===== config.mk =====
export PLATFORM = sky130hd
export DESIGN_NAME = mem_load_sequencer
export DESIGN_NICKNAME = d
export VERILOG_FILES = /design/src/rtl/mem_load_sequencer_pkg.sv /design/src/rtl/ld_chan_ctr.sv /design/src/rtl/mem_load_sequencer.sv
export SDC_FILE = /design/constraint.sdc
export NUM_CORES = 1
export LEC_CHECK = 0
export ABC_AREA = 0
export CORE_AREA = 2 2 149 151
export DETAILED_ROUTE_END_ITERATION = 12
export DIE_AREA = 0 0 151 153
export GPL_ROUTABILITY_DRIVEN = 0
export PLACE_DENSITY_LB_ADDON = 0.12
export SLEW_MARGIN = 30
export SYNTH_ARGS = -nofsm -noshare
export SYNTH_HDL_FRONTEND = slang
export SYNTH_SLANG_ARGS = --single-unit

===== constraint.sdc =====
create_clock -name clk -period 6.2 [get_ports clk]
set_input_delay 0.93 -clock clk [delete_from_list [all_inputs] [get_ports clk]]
set_output_delay 0.93 -clock clk [all_outputs]
set_load 0.005 [all_outputs]

===== src/rtl/mem_load_sequencer_pkg.sv =====
// loader_pkg: shared state encoding and default channel/RAM layout for the memory load sequencer
package loader_pkg;
  typedef enum logic [2:0] {IDLE, SETUP, XFER, NEXT, DONE} ld_state_t;
  localparam int CH_CNN = 0;
  localparam int CH_FC = 1;
  localparam int CH_IMG = 2;
  localparam int RAM_CNN = 0;
  localparam int RAM_FC = 1;
  localparam int CNT_CNN = 50704;
  localparam int CNT_FC = 11218;
  localparam int CNT_IMG = 1024;
  localparam int IMG_BASE = 50704;
endpackage


===== src/rtl/ld_chan_ctr.sv =====
// ld_chan_ctr: loadable write-address/remaining-word counter with last-beat and range-overflow flags
module ld_chan_ctr #(
  parameter int ADDR_W = 16,
  parameter int CNT_W = 16
) (
  input  logic              clk,
  input  logic              rst,
  input  logic              load,
  input  logic              step,
  input  logic [ADDR_W-1:0] base,
  input  logic [CNT_W-1:0]  count,
  output logic [ADDR_W-1:0] addr,
  output logic              last,
  output logic              ovf
);
  localparam int SW = (ADDR_W > CNT_W ? ADDR_W : CNT_W) + 2;
  logic [CNT_W-1:0] remaining;
  logic [SW-1:0] end_addr;
  assign end_addr = SW'(base) + SW'(count);
  assign ovf = end_addr > (SW'(1) << ADDR_W);
  assign last = remaining == CNT_W'(1);
  always_ff @(posedge clk) begin
    if (rst) begin
      addr <= '0;
      remaining <= '0;
    end else if (load) begin
      addr <= base;
      remaining <= count;
    end else if (step) begin
      addr <= addr + 1'b1;
      remaining <= remaining - 1'b1;
    end
  end
endmodule


===== src/rtl/mem_load_sequencer.sv =====
// mem_load_sequencer: streams NUM_CH channels in order into NUM_RAM memories with start/busy/done and framing checks
module mem_load_sequencer
  import loader_pkg::*;
#(
  parameter int DATA_W = 16,
  parameter int ADDR_W = 16,
  parameter int CNT_W = 16,
  parameter int NUM_CH = 3,
  parameter int NUM_RAM = 2,
  parameter int RSEL_W = (NUM_RAM > 1) ? $clog2(NUM_RAM) : 1
) (
  input  logic                     clk,
  input  logic                     rst,
  input  logic                     start,
  input  logic [NUM_CH*CNT_W-1:0]  ch_count,
  input  logic [NUM_CH*ADDR_W-1:0] ch_base,
  input  logic [NUM_CH*RSEL_W-1:0] ch_ram,
  output logic [NUM_CH-1:0]        ch_req,
  input  logic                     s_valid,
  input  logic [DATA_W-1:0]        s_data,
  input  logic                     s_last,
  output logic                     s_ready,
  output logic [NUM_RAM-1:0]       ram_we,
  output logic [ADDR_W-1:0]        ram_addr,
  output logic [DATA_W-1:0]        ram_wdata,
  output logic                     busy,
  output logic                     done,
  output logic [NUM_CH-1:0]        err
);
  localparam int CH_W = $clog2(NUM_CH + 1);
  ld_state_t state;
  logic [CH_W-1:0] ch;
  logic [NUM_CH*CNT_W-1:0] cnt_sh;
  logic [NUM_CH*ADDR_W-1:0] base_sh;
  logic [NUM_CH*RSEL_W-1:0] ram_sh;
  logic [CNT_W-1:0] cur_cnt;
  logic [ADDR_W-1:0] cur_base, addr;
  logic [RSEL_W-1:0] cur_ram;
  logic hs, last, ovf;
  assign cur_cnt = cnt_sh[ch*CNT_W +: CNT_W];
  assign cur_base = base_sh[ch*ADDR_W +: ADDR_W];
  assign cur_ram = ram_sh[ch*RSEL_W +: RSEL_W];
  assign hs = (state == XFER) && s_valid && s_ready;
  ld_chan_ctr #(.ADDR_W(ADDR_W), .CNT_W(CNT_W)) u_ctr (
    .clk(clk),
    .rst(rst),
    .load(state == SETUP),
    .step(hs),
    .base(cur_base),
    .count(cur_cnt),
    .addr(addr),
    .last(last),
    .ovf(ovf)
  );
  always_ff @(posedge clk) begin
    if (rst) begin
      state <= IDLE;
      ch <= '0;
      cnt_sh <= '0;
      base_sh <= '0;
      ram_sh <= '0;
      ch_req <= '0;
      s_ready <= 1'b0;
      ram_we <= '0;
      ram_addr <= '0;
      ram_wdata <= '0;
      busy <= 1'b0;
      done <= 1'b0;
      err <= '0;
    end else begin
      ram_we <= '0;
      done <= 1'b0;
      case (state)
        IDLE: if (start) begin
          cnt_sh <= ch_count;
          base_sh <= ch_base;
          ram_sh <= ch_ram;
          err <= '0;
          ch <= '0;
          busy <= 1'b1;
          state <= SETUP;
        end
        SETUP: if (cur_cnt == '0) begin
          state <= NEXT;
        end else if (ovf) begin
          err[ch] <= 1'b1;
          state <= NEXT;
        end else begin
          s_ready <= 1'b1;
          ch_req <= NUM_CH'(1) << ch;
          state <= XFER;
        end
        XFER: if (hs) begin
          ram_we <= NUM_RAM'(1) << cur_ram;
          ram_addr <= addr;
          ram_wdata <= s_data;
          if (last || s_last) begin
            if (last != s_last) err[ch] <= 1'b1;
            s_ready <= 1'b0;
            ch_req <= '0;
            state <= NEXT;
          end
        end
        NEXT: begin
          ch <= ch + 1'b1;
          done <= ch == CH_W'(NUM_CH - 1);
          state <= (ch == CH_W'(NUM_CH - 1)) ? DONE : SETUP;
        end
        DONE: begin
          busy <= 1'b0;
          state <= IDLE;
        end
        default: state <= IDLE;
      endcase
    end
  end
endmodule


# [After elaboration in Yosys (flattened, before gate mapping)]
# Index checks and enable logic that the tools add are counted.
[totals] reg_bits=179 output_inout_bits=43 inputBits=120
[classes] bitwise_logic=4 n_reduce_logical=20 addsub=4 shifts=5 magnitude_cmp=3 muxes=34 n_eq_ne=14
[ops] operator="indexed part select 48 x 7 -> 16 bit" count=2
[ops] operator="2-to-1 mux 16 bit" count=4
[ops] operator="2-to-1 mux 3 bit" count=14
[ops] operator="greater-than comparator 18 x 17 -> 1 bit, second input constant" count=1
[ops] operator="adder 16 x 16 -> 17 bit" count=1
[ops] operator="adder 16 x 1 -> 16 bit, second input constant" count=1
[ops] operator="== test 16 x 1 -> 1 bit, second input constant" count=1
[ops] operator="logical NOT 16 bit" count=1
[ops] operator="subtractor 16 x 1 -> 16 bit, second input constant" count=1
[ops] operator="one-hot mux 3 bit (4 select lines)" count=1
[ops] operator="!= test 2 bit, second input constant" count=5
[ops] operator="one-hot mux 3 bit (3 select lines)" count=1
[ops] operator="2-to-1 mux 1 bit" count=8
[ops] operator="AND reduction 2 bit" count=4
[ops] operator="nonzero test 2 bit" count=4
[ops] operator="AND reduction 7 bit" count=1
[ops] operator="== test 3 x 2 -> 1 bit, second input constant" count=2
[ops] operator="one-hot mux 3 bit (2 select lines)" count=1
[ops] operator="AND reduction 5 bit" count=1
[ops] operator="!= test 2 x 1 -> 1 bit, second input constant" count=2
[ops] operator="one-hot mux 1 bit (2 select lines)" count=2
[ops] operator="one-hot mux 2 bit (2 select lines)" count=1
[ops] operator="== test 3 x 1 -> 1 bit, second input constant" count=1
[ops] operator="== test 3 bit, second input constant" count=1
[ops] operator="19 further kinds" count=23

# [Depth between registers and ports, before layout]
# Gate-level depths: netlist of the first run.
[depth] ltp_word=9 ltp_mapped=16

# [By module]
# A second synthesis of the first run with hierarchy kept.
[hier_totals] hier_cells=1083 area_unflattened_um2=8525.7
[modules_own_cells] module="mem_load_sequencer" instances=1 area_per_inst_um2=5954.5 cells_each=755
[modules_own_cells] module="ld_chan_ctr" instances=1 area_per_inst_um2=2571.2 cells_each=328

# [Worst setup path after synthesis of the first run]
# Ideal clock, no wire load.
[synth_timing] kind="reg2reg" from="reg ch[0]" to="reg state[0]" period_less_slack_ns=3.592 path_buffers=4 stages_incl_launch_ff=17 arrival_time_ns=3.462 slack_ns=2.608 required_time_ns=6.070 cell_sequence="dfxtp_1 -> buf_6 -> buf_6 -> buf_4 -> buf_2 -> mux2i_1 -> o21ai_0 -> ha_1 -> fa_1 -> a211oi_2 -> o211ai_2 -> a211oi_2 -> xnor2_1 -> nor4_2 -> nand4_2 -> a311oi_1 -> nor3_1"
[synth_between] elab_chain_cells=6 elab_cells_between_ends=10
[synth_rtl] item="start: declaration" line_no="mem_load_sequencer.sv:32" source="logic [CH_W-1:0] ch;"
[synth_rtl] item="start signal: assignment" line_no="mem_load_sequencer.sv:105" source="ch <= ch + 1'b1;"
[synth_rtl] item="indexed part select 48 x 7 -> 16 bit (on tied branches)" line_no="mem_load_sequencer.sv:41, mem_load_sequencer.sv:40"
[synth_rtl] item="adder 16 x 16 -> 17 bit" line_no="ld_chan_ctr.sv:19" source="assign end_addr = SW'(base) + SW'(count);"
[synth_rtl] item="greater-than comparator 18 x 17 -> 1 bit" line_no="ld_chan_ctr.sv:20" source="assign ovf = end_addr > (SW'(1) << ADDR_W);"
[synth_rtl] item="2-to-1 mux 1 bit" line_no="mem_load_sequencer.sv:85" source="end else if (ovf) begin"
[synth_rtl] item="2-to-1 mux 1 bit" line_no="mem_load_sequencer.sv:83" source="SETUP: if (cur_cnt == '0) begin"
[synth_rtl] item="one-hot mux 3 bit (4 select lines) *" line_no="mem_load_sequencer.sv:73" source="case (state)"
[synth_rtl] item="end signal: assignment" line_no="mem_load_sequencer.sv:107" source="state <= (ch == CH_W'(NUM_CH - 1)) ? DONE : SETUP;"
[synth_rtl] item="end: declaration" line_no="mem_load_sequencer.sv:31" source="ld_state_t state;"
# Mark *: on every way between the ends. The rest lies on a longest branch, timed or not.
# A chain may end at the register's enable or synchronous reset.

# [Worst setup path in the final report of the first run]
[layout_timing] from="reg ch[0]" to="reg err[1]"
[layout_between] elab_chain_cells=9 elab_cells_between_ends=20
[layout_rtl] item="parallel branches: the longest is 9 deep, another holds greater-than comparator 18 x 17 -> 1 bit"
[layout_rtl] item="end signal: assignment" line_no="mem_load_sequencer.sv:69" source="err <= '0;"
[layout_rtl] item="end signal: assignment" line_no="mem_load_sequencer.sv:78" source="err <= '0;"
[layout_rtl] item="end signal: indexed assignment" line_no="mem_load_sequencer.sv:98" source="if (last != s_last) err[ch] <= 1'b1;"
[layout_rtl] item="end: declaration" line_no="mem_load_sequencer.sv:28" source="output logic [NUM_CH-1:0] err"
# Parallel ways; which one is timed is not known. The select of a mux whose other input is x is not followed.

==> summary.md, run 1 <==
| Metric | Value |
|---|---|
| Cell count after synthesis | 1106 |
| Arr. time, crit path | 4.49 ns |
| Leak | 3.78 nW |
| Hold path depth | 2 |
| Vias in the first global route | 7335 |
| Setup crit end kind | register |
| Largest net degree at the start of global routing | 102 |
| CTS tree | built |
| Num rows | 54 |
| Initial antenna violation count | 0 |
| Max Buffers Root-to-Sink | 2 |
| Hold endpoint | ram_addr[10] |
| DP Area | 0.0102 mm² |
| Worst-path fanout max | 21 |
| WP data required | 6.52 ns |
| Status | complete, no violations |
| Synth area leader | dfxtp_1 |
| # setup viols final | 0 |
| Deepest level of the CTS H-tree | 4 |
| Critical Path Source | ch[0] |
| GR Util met3 | 4.48% |
| Top cell type's share of synthesized area | 42.5% |
| Power density cells | 269 mW/mm² |
| Total global routing overflow | 0 |
| Max VDD drop | 0.000177 V |
| Layout Cells excl Fill | 1513 |
| Port Buf Inserts | 162 |
| Global-route wire length before repair | 38900 µm |
| Post-Place Worst Slack | 2.05 ns |
| Period minus WS final | 4.18 ns |
| Vias | 7945 |
| DR iter-0 viols | 611 |
| DP HPWL | 17300 µm |
| Reg-to-Reg Start | ch[0] |
| Clk sinks | 179 |
| Worst-Margin Slew | 0.788 ns |
| Unrepaired setup endpoints after global routing | false |
| # Post-CTS Setup Buffers | 0 |
| Mapped Nets | 1250 |
| Clock tree root buffer cell | clkbuf_16 |
| Diode count | 0 |
| Worst R2R Path Depth | 13 |
| Fillers | 2151 |
| Library cells used by synthesis | 57 |
| Yosys warns | 0 |
| Top-Level Pins | 163 |
| Max-slew violations | 0 |
| Number of synthesized flops with an enable pin | 0 |
| Nature of the critical path startpoint | register |
| Fmax | 0.240 GHz |
| Hold_sp | ram_addr[10] |
| Reg2reg end | err[1] |
| Async SR Flop Fraction | 0% |
| Post-route DRC violation count | 0 |
| Max Cap Viol | 0 |
| Synth Flop Type | dfxtp_1 |
| Starting Density | 39.2% |
| Chip height | 153 µm |
| Die Wd | 151 µm |
| Final Cell Area | 0.0108 mm² |
| Core Area | 0.0215 mm² |
| GR Util met2 | 32.1% |
| Num CTS Buffers | 17 |
| Final hold vios | 0 |
| Fraction of layout cells with a size suffix above 1 | 5.19% |
| All-layer global routing usage | 21.2% |
| Hold WC Path Type | register to register |
| TritonRoute pass-1 iters | 5 |
| Top cells by area, synth | dfxtp_1 43%, nand2_1 15%, a21oi_1 11%, mux2i_1 4.9%, ha_1 3.4% |
| Final wirelength | 24500 µm |
| Synth Register Bits | 179 |
| Fin nets | 1364 |
| Gr busiest metal | met2 |
| Die ar. | 0.0231 mm² |
| Worst-Skew Late Latency | 0.44 ns |
| Clock-pin transition on the worst setup and hold timing paths | 0.07 ns |
| Syn Std Cell Area | 0.00843 mm² |
| Post-detailed-route wirelength per cell | 16.2 µm |
| Crit path kind | register to register |
| Met1 Track Usage GR | 30.3% |
| Setup ws final | 2.02 ns |
| Max_slew headroom | 47.3% |
| Worst R2R Setup Slack | 2.02 ns |
| Cells after DPL | 1481 |
| Final clock skew | 0.0110 ns |
| Layout area overhead | 27.7% |
| Sequential area share after synthesis | 42.5% |
| Post-cts resize count | 0 |
| Cts hold-fix bufs | 0 |
| Setup tns final | 0 ns |
| Mapped Avg Cell Area | 7.62 µm² |
| Antenna viol nets, final | 0 |
| DR vias/cell | 5.25 |
| Crit share post-route | 67.3% |
==> how the worst max path moves through the flow <==
stage / cells past startpoint / slack (ns) / to
after floorplan: 16 / 2.61 / state[0]
after global placement: 14 / 2.16 / err[0]
after detailed placement: 14 / 2.05 / err[1]
after CTS: 14 / 2.03 / err[0]
after global routing: 13 / 1.74 / err[2]
final: 13 / 2.02 / err[1]
==> layout make-up <==
class / count / area, µm² / share of cell area (%)
timing repair buffer: 173 / 1710 / 15.8
multi-input combinational: 839 / 4500 / 41.8
sequential: 179 / 3580 / 33.3
clock inverter: 14 / 144 / 1.34
tap: 280 / 350 / 3.26
clock buffer: 18 / 439 / 4.08
inverter: 10 / 37.5 / 0.349
==> worst max-delay path: stages, from the launching register on <==
cell	delay, ns
dfxtp_2	0.66
buf_4	0.38
buf_4	0.35
mux2i_1	0.13
o22ai_1	0.42
ha_1	0.38
a211oi_2	0.27
o211ai_2	0.16
a211oi_2	0.23
xnor2_1	0.10
nor4_2	0.30
nand4_2	0.23
a31oi_1	0.32
o21ai_0	0.12
==> metal layers <==
layer / part of all wire [%] / up-vias / routed length (µm)
met3: 5.4 / 27 / 1330
met2: 45 / 225 / 11100
li1: - / 4041 / -
met4: 1.8 / 0 / 437
met1: 48 / 3652 / 11700
met5: 0 / - / 0
==> logic make-up after synthesis <==
kind of cell	after synthesis	share of synthesized area [%]
AOI/OAI and AO/OA	299	20.5
xor gates and xnor gates	11	1.14
adders and majority gates	24	3.65
buffers and inverters	88	4.36
DFF	179	42.5
muxes	41	4.87
and+or+nand+nor	464	23.0
==> through the flow <==
stage	util (%)	power, mW	hold WS, ns
after floorplan	-	1.65	0.436
after global placement	47.3	1.86	0.441
after detailed placement	47.4	1.87	0.445
after CTS	50.1	2.91	0.456
after global routing	50.1	3.03	0.470
final	50.1	2.90	0.454
==> registers in the layout, summed over array words and instances, names as in the netlist <==
register,count
u_ctr.remaining,16
ram_we,2
busy,1
state,3
s_ready,1
err,3
ram_wdata,16
cnt_sh,48
ram_sh,3
base_sh,48
done,1
ch,2
u_ctr.addr,16
ram_addr,16
ch_req,3
==> synth_stat cells, drive strengths merged, types with 6 or more instances <==
cell type / instances
ha: 23
o22ai: 18
inv: 10
nand4: 7
nor3: 10
buf: 18
nand3: 12
mux2i: 41
nor4: 12
o21ai: 41
xnor2: 7
o211ai: 6
clkbuf: 60
nand2: 337
a211oi: 12
nand2b: 6
nor3b: 8
nor2: 54
a31oi: 13
a21oi: 182
dfxtp: 179
==> report_power, final <==
part | leakage [nW] | internal [mW] | total [mW] | switching (mW)
combinational | 2.04 | 0.223 | 0.548 | 0.325
clock | 0.280 | 0.544 | 1.05 | 0.510
sequential | 1.46 | 1.23 | 1.29 | 0.0622
==> cells in the final DEF (no fill, tap or decap), types with 4 or more instances in the layout <==
cell             netlist  final
nand2_1              337    337
a21oi_1              180    180
dfxtp_1              179    178
clkdlybuf4s50_1        0    161
nor2_1                54     52
mux2i_1               41     41
o21ai_0               40     40
ha_1                  23     23
o22ai_1               18     18
clkbuf_16              0     17
a31oi_1               13     13
nand3_1               12     12
buf_4                  1     11
inv_1                 10     10
nor4_1                11     10
nor3_1                 9      9
nor3b_1                8      8
xnor2_1                7      7
nand4_1                6      6
nand2b_1               6      6
a211oi_2               6      6
a211oi_1               6      6
o211ai_1               5      5
nor2b_1                4      4
a221oi_1               4      4
a22oi_1                4      4
xor2_1                 4      4
Power figures use the tool's default switching activity.
==> inputs of run 2 (changes only) <==
clock period = 3.5 ns   (was 6.2 ns; I/O delays follow)
==> run 2 against run 1 <==
Die area unchanged. Clock skew is essentially flat. Critical path depth fell by 1. Largest cell class unchanged. Final area up 3.9%. Largest power group unchanged. Sequential power increased by 78%. Worst hold slack barely moved. Combinational power increased by 95%. Register-to-register slack worse by 1.9 ns. Final cell count grew 2.0%. Worst setup slack worse by 1.9 ns. Clock power is 83% higher. Clock-buffer cell count did not move.
==> summary.md, run 2 (synthesized netlist as in run 1, its figures left out) <==
| Metric | Value |
|---|---|
| Final hold vios | 0 (unchanged) |
| Crit share post-route | 96.5% (+29 points) |
| Crit path kind | register to register |
| Max VDD drop | 0.000335 V (+89%) |
| Final clock skew | 0.0108 ns (-0.000181 ns) |
| Post-layout power | 5.28 mW (+82%) |
| Arr. time, crit path | 3.73 ns (-0.76 ns) |
| Leading cell type in the layout, fill and taps excluded | nand2_1 |
| Switching power share of the total | 30.6% (-0.40 points) |
| DR vias/cell | 5.24 (-0.16%) |
| Reg-to-Reg Start | ch[0] |
| Total global routing overflow | 0 (unchanged) |
| Critical Path Source | ch[0] |
| Cts hold-fix bufs | 0 (unchanged) |
| DP HPWL | 17600 µm (+1.4%) |
| Max-slew violations | 0 (unchanged) |
| DR iter-0 viols | 524 (-14%) |
| Clk sinks | 179 (unchanged) |
| Worst-Margin Slew | 0.734 ns (-0.0538 ns) |
| Post-detailed-route wirelength per cell | 16.0 µm (-1.2%) |
| Initial antenna violation count | 0 (unchanged) |
| Global-route wire length before repair | 38900 µm (about the same) |
| Worst-path fanout max | 18 (-14%) |
| Sw power | 1.61 mW (+80%) |
| Antenna viol nets, final | 0 (unchanged) |
| Post-route DRC violation count | 0 (unchanged) |
| Num rows | 54 (unchanged) |
| Deepest level of the CTS H-tree | 4 (unchanged) |
| WP data required | 3.86 ns (-2.66 ns) |
| Chip height | 153 µm (unchanged) |
| Max_slew headroom | 50.9% (+3.6 points) |
| Num CTS Buffers | 17 (unchanged) |
| Clock share of power | 36.5% (about the same) |
| Period minus WS final | 3.38 ns (-0.799 ns) |
| Combinational share of power | 20.2% (+1.3 points) |
| Fraction of layout cells with a size suffix above 1 | 9.10% (+3.9 points) |
| Starting Density | 39.2% (unchanged) |
| Die Wd | 151 µm (unchanged) |
| Vias in the first global route | 7408 (+1.0%) |
| Fin nets | 1395 (+2.3%) |
| # setup viols final | 0 (unchanged) |
| Hold WC Path Type | register to register |
| Max Buffers Root-to-Sink | 2 (unchanged) |
| Worst-Skew Late Latency | 0.43 ns (about the same) |
| Top-Level Pins | 163 (unchanged) |
| Setup tns final | 0 ns (unchanged) |
| Clock tree root buffer cell | clkbuf_16 |
| Vias | 8095 (+1.9%) |
| CTS tree | built |
| Clock-pin transition on the worst setup and hold timing paths | 0.08 ns (about the same) |
| All-layer global routing usage | 21.0% (-0.20 points) |
| Worst R2R Path Depth | 12 (-1) |
| Layout area overhead | 32.7% |
| TritonRoute pass-1 iters | 6 (+1) |
| Core Area | 0.0215 mm² (unchanged) |
| Most frequent cells in the layout | 337 x nand2_1, 179 x a21oi_1, 178 x dfxtp_1, 161 x clkdlybuf4s50_1, 52 x nor2_1 |
| Die ar. | 0.0231 mm² (unchanged) |
| Max Cap Viol | 0 (unchanged) |
| Fmax | 0.296 GHz (+24%) |
| Worst hold margin | 0.454 ns (-0.000302 ns) |
| Leak | 3.98 nW (+5.2%) |
| Int Power | 3.66 mW (+83%) |
| Largest registers | base_sh (48), cnt_sh (48) |
| CP endpoint | ch_req[1] |
| Power density cells | 472 mW/mm² (+75%) |
| Worst R2R Setup Slack | 0.12 ns (-1.90 ns) |
| Setup crit end kind | register |
| Final wirelength | 24800 µm (+0.86%) |
| Largest net degree at the start of global routing | 102 (unchanged) |
| Status | complete, no violations |
| Reg2reg end | ch_req[1] |
| Diode count | 0 (unchanged) |
| Sequential share of power | 43.3% (-1.4 points) |
| Port Buf Inserts | 162 (unchanged) |
| Nature of the critical path startpoint | register |
==> run 2: what timing repair did <==
item / in CTS / in global routing
buffers inserted: 0 / 4
endpoints found under the setup margin: 8 / 8
pin swaps: 0 / 9
resized for setup: 4 / 39
==> run 2: layout make-up <==
class | instances | area [µm²]
Clock buffer | 18 | 429
Clock inverter | 14 | 163
Fill cell | 2137 | 10300
Inverter | 10 | 37.5
Multi-Input combinational cell | 839 | 4620
Sequential cell | 179 | 3590
Tap cell | 280 | 350
Timing Repair Buffer | 204 | 2000
==> run 2: critical path, stage by stage, from the launching register on <==
cell       delay [ns]
dfxtp_4          0.39
buf_12           0.17
mux2i_2          0.18
o21ai_1          0.42
ha_4             0.31
a21oi_4          0.22
o211ai_2         0.18
a211oi_1         0.26
o21ai_0          0.14
nor4_2           0.28
nand4_2          0.26
a211oi_2         0.36
o2bb2ai_1        0.14
==> run 2: how the worst min path moves through the flow <==
stage | startpoint | to | slack (ns) | depth (start not counted)
after floorplan | base_sh[0] | base_sh[0] | 0.44 | 2
after global placement | ram_wdata[7] | ram_wdata[7] | 0.44 | 2
final | ram_addr[2] | ram_addr[2] | 0.45 | 2
after global routing | ram_addr[7] | ram_addr[7] | 0.47 | 2
after CTS | ram_addr[2] | ram_addr[2] | 0.46 | 2
after detailed placement | ram_addr[2] | ram_addr[2] | 0.45 | 2
==> run 2: per-layer routing <==
layer  vias up  wire, µm  GRT usage (%)
met5         -         0              0
met4         0       492           6.32
met3        29      1170           3.70
met2       222     11300           31.9
met1      3747     11800           30.3
li1       4097         -              -
==> run 2: power groups by stage <==
stage / logic (mW) / clock network [mW] / registers, mW
finish: 1.07 / 1.92 / 2.29
global route: 1.17 / 2.05 / 2.30
CTS: 1.03 / 1.96 / 2.28
detailed placement: 1.02 / 0 / 2.33
floorplan: 0.640 / 0 / 2.29
global placement: 1.02 / 0 / 2.33
==> run 2: per-stage QoR <==
stage                     worst slack (ns)  instances  area (µm²)  utilization (%)
after floorplan                     0.0257       1106        8440                -
after global placement             -0.0311       1508       10400             48.5
after detailed placement            -0.175       1508       10400             48.5
after CTS                          0.00896       1540       11000             51.3
after global routing               -0.0148       1544       11200             52.1
final                                0.123       1544       11200             52.1
==> inputs of run 3 (changes only) <==
SLEW_MARGIN = 10   (was 30)
==> results of run 3 <==
Same layout as run 2: the final DEF is identical, and so are final timing and power.
